`src/rtl/writeback_arbiter.sv`:
```
// Writeback arbiter: merges the in-order ALU result with buffered mult/div results
// onto the single register-file write port, killing stale buffered writes (WAW).
module writeback_arbiter #(
  parameter int DEPTH = 2,
  parameter int CNT_W = 16
) (
  input  logic             clock,
  input  logic             ctrl_reset,
  input  logic             alu_valid,
  input  logic [4:0]       alu_rd,
  input  logic [31:0]      alu_data,
  input  logic             md_valid,
  output logic             md_ready,
  input  logic [4:0]       md_rd,
  input  logic [31:0]      md_data,
  output logic             ctrl_writeEnable,
  output logic [4:0]       ctrl_writeReg,
  output logic [31:0]      data_writeReg,
  output logic [31:0]      pending_mask,
  output logic [CNT_W-1:0] collision_cnt
);

  localparam int PTR_W = $clog2(DEPTH);
  typedef logic [PTR_W-1:0] ptr_t;

  logic [4:0]       rdMem   [DEPTH];
  logic [31:0]      dataMem [DEPTH];
  logic [DEPTH-1:0] validQ;
  logic [DEPTH-1:0] killQ;
  ptr_t             headPtr;
  ptr_t             tailPtr;

  logic             full;
  logic             empty;
  logic             aluWrite;
  logic             mdPush;
  logic             pop;
  logic             headKill;

  logic [DEPTH-1:0] validNext;
  logic [DEPTH-1:0] killNext;
  logic [4:0]       rdNext  [DEPTH];
  logic [31:0]      maskNext;

  // Entries occupy a contiguous circular run, so all-valid means full.
  assign full     = &validQ;
  assign empty    = ~|validQ;
  assign md_ready = ctrl_reset & ~full;

  // Writes to r0 are architecturally invisible: they never claim the port or a slot.
  assign aluWrite = alu_valid & (alu_rd != 5'd0);
  assign mdPush   = md_valid & md_ready & (md_rd != 5'd0);
  assign pop      = ~aluWrite & ~empty;
  assign headKill = killQ[headPtr];

  always_comb begin
    // NOTE: every always_comb output gets a default first so no path leaves it unassigned (no latch).
    validNext = validQ;
    killNext  = killQ;
    maskNext  = '0;

    for (int i = 0; i < DEPTH; i++) begin
      if (aluWrite && validQ[i] && (rdMem[i] == alu_rd)) begin
        killNext[i] = 1'b1;
      end
    end

    if (pop) begin
      validNext[headPtr] = 1'b0;
      killNext[headPtr]  = 1'b0;
    end

    // A same-edge push is newer than the ALU write, so it enters unkilled.
    if (mdPush) begin
      validNext[tailPtr] = 1'b1;
      killNext[tailPtr]  = 1'b0;
    end

    for (int i = 0; i < DEPTH; i++) begin
      rdNext[i] = (mdPush && (tailPtr == ptr_t'(i))) ? md_rd : rdMem[i];
      if (validNext[i] && !killNext[i]) begin
        maskNext[rdNext[i]] = 1'b1;
      end
    end
    maskNext[0] = 1'b0;
  end

  // NOTE: payload storage carries no reset; validQ alone decides whether a slot means anything.
  always_ff @(posedge clock) begin
    if (mdPush) begin
      rdMem[tailPtr]   <= md_rd;
      dataMem[tailPtr] <= md_data;
    end
  end

  always_ff @(posedge clock) begin
    // NOTE: sequential state uses non-blocking assignments so every register samples pre-edge values.
    if (!ctrl_reset) begin
      validQ           <= '0;
      killQ            <= '0;
      headPtr          <= '0;
      tailPtr          <= '0;
      collision_cnt    <= '0;
      ctrl_writeEnable <= 1'b0;
      ctrl_writeReg    <= 5'd0;
      data_writeReg    <= 32'd0;
      pending_mask     <= 32'd0;
    end else begin
      validQ       <= validNext;
      killQ        <= killNext;
      pending_mask <= maskNext;

      if (pop)    headPtr <= headPtr + ptr_t'(1);
      if (mdPush) tailPtr <= tailPtr + ptr_t'(1);

      if (aluWrite && !empty && (collision_cnt != {CNT_W{1'b1}})) begin
        collision_cnt <= collision_cnt + 1'b1;
      end

      if (aluWrite) begin
        ctrl_writeEnable <= 1'b1;
        ctrl_writeReg    <= alu_rd;
        data_writeReg    <= alu_data;
      end else if (pop && !headKill) begin
        ctrl_writeEnable <= 1'b1;
        ctrl_writeReg    <= rdMem[headPtr];
        data_writeReg    <= dataMem[headPtr];
      end else begin
        // Killed pop or idle slot: no write, address/data hold.
        ctrl_writeEnable <= 1'b0;
      end
    end
  end

endmodule

```
`config.mk`:
```
export PLATFORM = sky130hd
export DESIGN_NAME = writeback_arbiter
export DESIGN_NICKNAME = d
export VERILOG_FILES = /design/src/rtl/writeback_arbiter.sv
export SDC_FILE = /design/constraint.sdc
export NUM_CORES = 1
export LEC_CHECK = 0
export ABC_AREA = 1
export BUFFER_PORTS_ARGS = -buffer_cell sky130_fd_sc_hd__buf_2
export CORE_ASPECT_RATIO = 1.1
export CORE_UTILIZATION = 52
export CTS_BUF_LIST = sky130_fd_sc_hd__clkbuf_2
export CTS_CLUSTER_SIZE = 40
export DETAILED_ROUTE_END_ITERATION = 8
export PLACE_DENSITY = 0.74
export SLEW_MARGIN = 40
export SYNTH_ARGS = -nofsm -noshare
export SYNTH_HDL_FRONTEND = slang
export SYNTH_SLANG_ARGS = --single-unit
```
`constraint.sdc`:
```
create_clock -name clock -period 5.8 [get_ports clock]
set_clock_uncertainty 0.05 [all_clocks]
set_input_delay 0.87 -clock clock [delete_from_list [all_inputs] [get_ports clock]]
set_output_delay 0.87 -clock clock [all_outputs]
set_load 0.02 [all_outputs]
```
==> results.json <==
{
  "row_count": 45,
  "min_period_ps": 2920,
  "hold_viol_final": 0,
  "path_buf_inv": 4,
  "yosys_warnings": 0,
  "cp_slowest_cell": "buf_4",
  "synth.net_count": 931,
  "seqPwrFrac_pct": 59.8,
  "hold_ws_ps": 212,
  "critPathLaunchType": "input pin",
  "root_buffer": "clkbuf_2",
  "power.switching_uw": 669,
  "synth_area_leaders": "edfxtp_1 30%, dfxtp_1 25%, nand2_1 10%, inv_1 4.1%, nand4_1 3.7%",
  "coreArea_um2": 13900,
  "initial_core_util_pct": 53.7,
  "clockPowerShare_pct": 27.7,
  "synth_top_flop_cell": "dfxtp_1",
  "post_cts_resized": 0,
  "postRouteAntennaNets": 0,
  "internal_power_uw": 1490,
  "synth_async_sr_flop_share_pct": 0,
  "vias_per_cell": 5.30,
  "grt.total_usage_pct": 25.3,
  "firstDrtPassIters": 7,
  "htree_levels": 4,
  "dp.cells": 1166,
  "ir_worst_vdd_uv": 191,
  "num-nets-final": 1076,
  "fin_util_pct": 61.9,
  "path_cells": "buf_2 -> buf_4 -> nand2_1 -> inv_1 -> buf_2",
  "routabilityCongestion": 0.911,
  "fillers": 1291,
  "clk_latency_ps": 750,
  "dp_hpwl_mm": 12.3,
  "ys_types": 40,
  "fin_cells": 1200,
  "synthTopCellsByCount": "202 x nand2_1, 92 x dfxtp_1, 82 x inv_1",
  "numClockSinks": 166,
  "crit_path_max_fanout": 56,
  "status": "finished clean",
  "syn_to_final_growth_pct": 15.3,
  "critPathMostFrequentCell": "buf_2",
  "syn_avg_cell_area_um2": 8.76,
  "wire_per_inst_um": 15.0,
  "tightest_slew_ps": 799,
  "max_stage_delay_ps": 500,
  "routed-via-count": 6363,
  "drcViolationCount": 0,
  "cts_tree": "yes",
  "pin_count": 165,
  "clkTransAtPathRegs_ps": 280,
  "drv_slew": 0,
  "grt_pass1_wl_mm": 28.6,
  "slew_headroom_pct": 46.6,
  "die_x_um": 116,
  "fin_setup_tns_ps": 0,
  "clk_path_buf_depth": 2,
  "swShare_pct": 31.0,
  "cap_viol_max_count": 0,
  "die_area_um2": 14800,
  "leakage_uw": 0.00372,
  "yosys.area.top_type": "edfxtp_1",
  "p_comb_share_pct": 12.5,
  "ys_seq_elements": 166,
  "crit_family": "buffers and inverters",
  "routed_wl_mm": 17.9,
  "synthCells": 852,
  "cts_hold_buf": 0,
  "crit_arrival_ps": 2000,
  "hp-class": "in2reg",
  "layout-drive-gt1-share_pct": 25.0,
  "fmax_mhz": 343,
  "yosysMostFrequentCell": "nand2_1",
  "critPathRequiredTime_ps": 4880,
  "crit_path_end_kind": "primary output",
  "critPathKind": "in2out",
  "power_density_nw_per_um2": 251,
  "synth_area_um2": 7470,
  "synth_top_area_share_pct": 29.8,
  "cts_setup_buffers": 0,
  "grt_max_degree": 57,
  "grt_pass1_vias": 5925,
  "die_y_um": 128,
  "synth_enable_flop_cells": 74,
  "numCtsBuffers": 17,
  "ys_seq_area_share_pct": 54.4,
  "setup_viol": 0,
  "rsz0062_at_grt": "false",
  "drt-initial-drc-count": 608,
  "grt_antenna_before_repair": 2,
  "timing.final.crit_share_pct": 50.3,
  "portBuffers": 163,
  "grt_overflow": 0
}
-- state kept, by name (all words and copies together), names as in the netlist, named ones only --
signal and cells:
data_writeReg 32, pending_mask 31, ctrl_writeEnable 1, killQ 2
ctrl_writeReg 5, tailPtr 1, rdMem 10, validQ 2
collision_cnt 16, headPtr 1, dataMem 64
-- worst register-to-register path, stage by stage, from the launching register on --
cell     delay (ps)
dfxtp_1         410
nand2_1         130
nand2_1         110
nor2_4          320
nand3_4         230
inv_1           130
a21oi_1          80
a21oi_4         630
nand2_1         160
o21ai_1         120
nand2_1          60
inv_1            60
-- path summary, 6_finish.rpt --
| kind | start | slack, ps | to | cells after the start |
|---|---|---|---|---|
| max reg2reg | validQ[0] | 3310 | pending_mask[3] | 11 |
| min | md_data[6] | 210 | dataMem[1][6] | 1 |
| min reg2reg | data_writeReg[16] | 460 | data_writeReg[16] | 2 |
| max | ctrl_reset | 2880 | md_ready | 5 |
-- power by group through the flow --
stage               clock (µW)  sequential (µW)  combinational (µW)
finish                     599             1290                 270
global route               670             1300                 297
CTS                        611             1290                 268
detailed placement           0             1320                 268
global placement             0             1320                 264
floorplan                    0             1330                 155
-- metal layers --
| metal | global-route usage (%) | vias to the layer above | share of wire (%) |
|---|---|---|---|
| li1 | - | 3155 | - |
| met3 | 6.90 | 43 | 6.9 |
| met4 | 12.5 | 0 | 3.1 |
| met5 | 0 | - | 0 |
| met1 | 31.5 | 2922 | 43 |
| met2 | 40.2 | 243 | 47 |
-- final cells by class --
cell class              count  area, µm²  area share (%)
diodes                      2       5.00          0.0581
clock inverters            15        158            1.83
clock buffers              17       85.1           0.988
multi-input cells         558       2880            33.4
inverters                  85        319            3.71
flip-flops and latches    166       4070            47.3
well taps                 188        235            2.73
repair buffers            169        861            10.0
-- through the flow --
step	power (µW)	worst slack [ps]	area, µm²
2_1_floorplan	1490	2980	7470
3_3_place_gp	1580	1980	8350
3_5_place_dp	1580	2060	8360
4_1_cts	2170	2870	8600
5_1_grt	2270	2750	8610
6_report	2160	2880	8610
-- kinds of logic after synthesis --
family	synth area share, %
and+or+nand+nor	25.3
DFF	54.4
AOI/OAI and AO/OA	10.1
buffers and inverters	7.21
muxes	2.55
xor gates and xnor gates	0.235
adders and majority gates	0.168
other	0.0502
-- cell usage in the layout, fill, tap and decap left out, types with 12 or more instances in the layout --
cell      count
o211ai_1     19
nand4_1      44
mux2i_1      19
nand3_1      46
clkbuf_2     17
dfxtp_1      91
buf_2       163
nand2_2      16
o21ai_0      40
a21oi_1      50
nor2_1       60
edfxtp_1     74
nand2_1     200
inv_1        81
nor3_1       12
No activity file was read; power rests on OpenSTA's default activity.
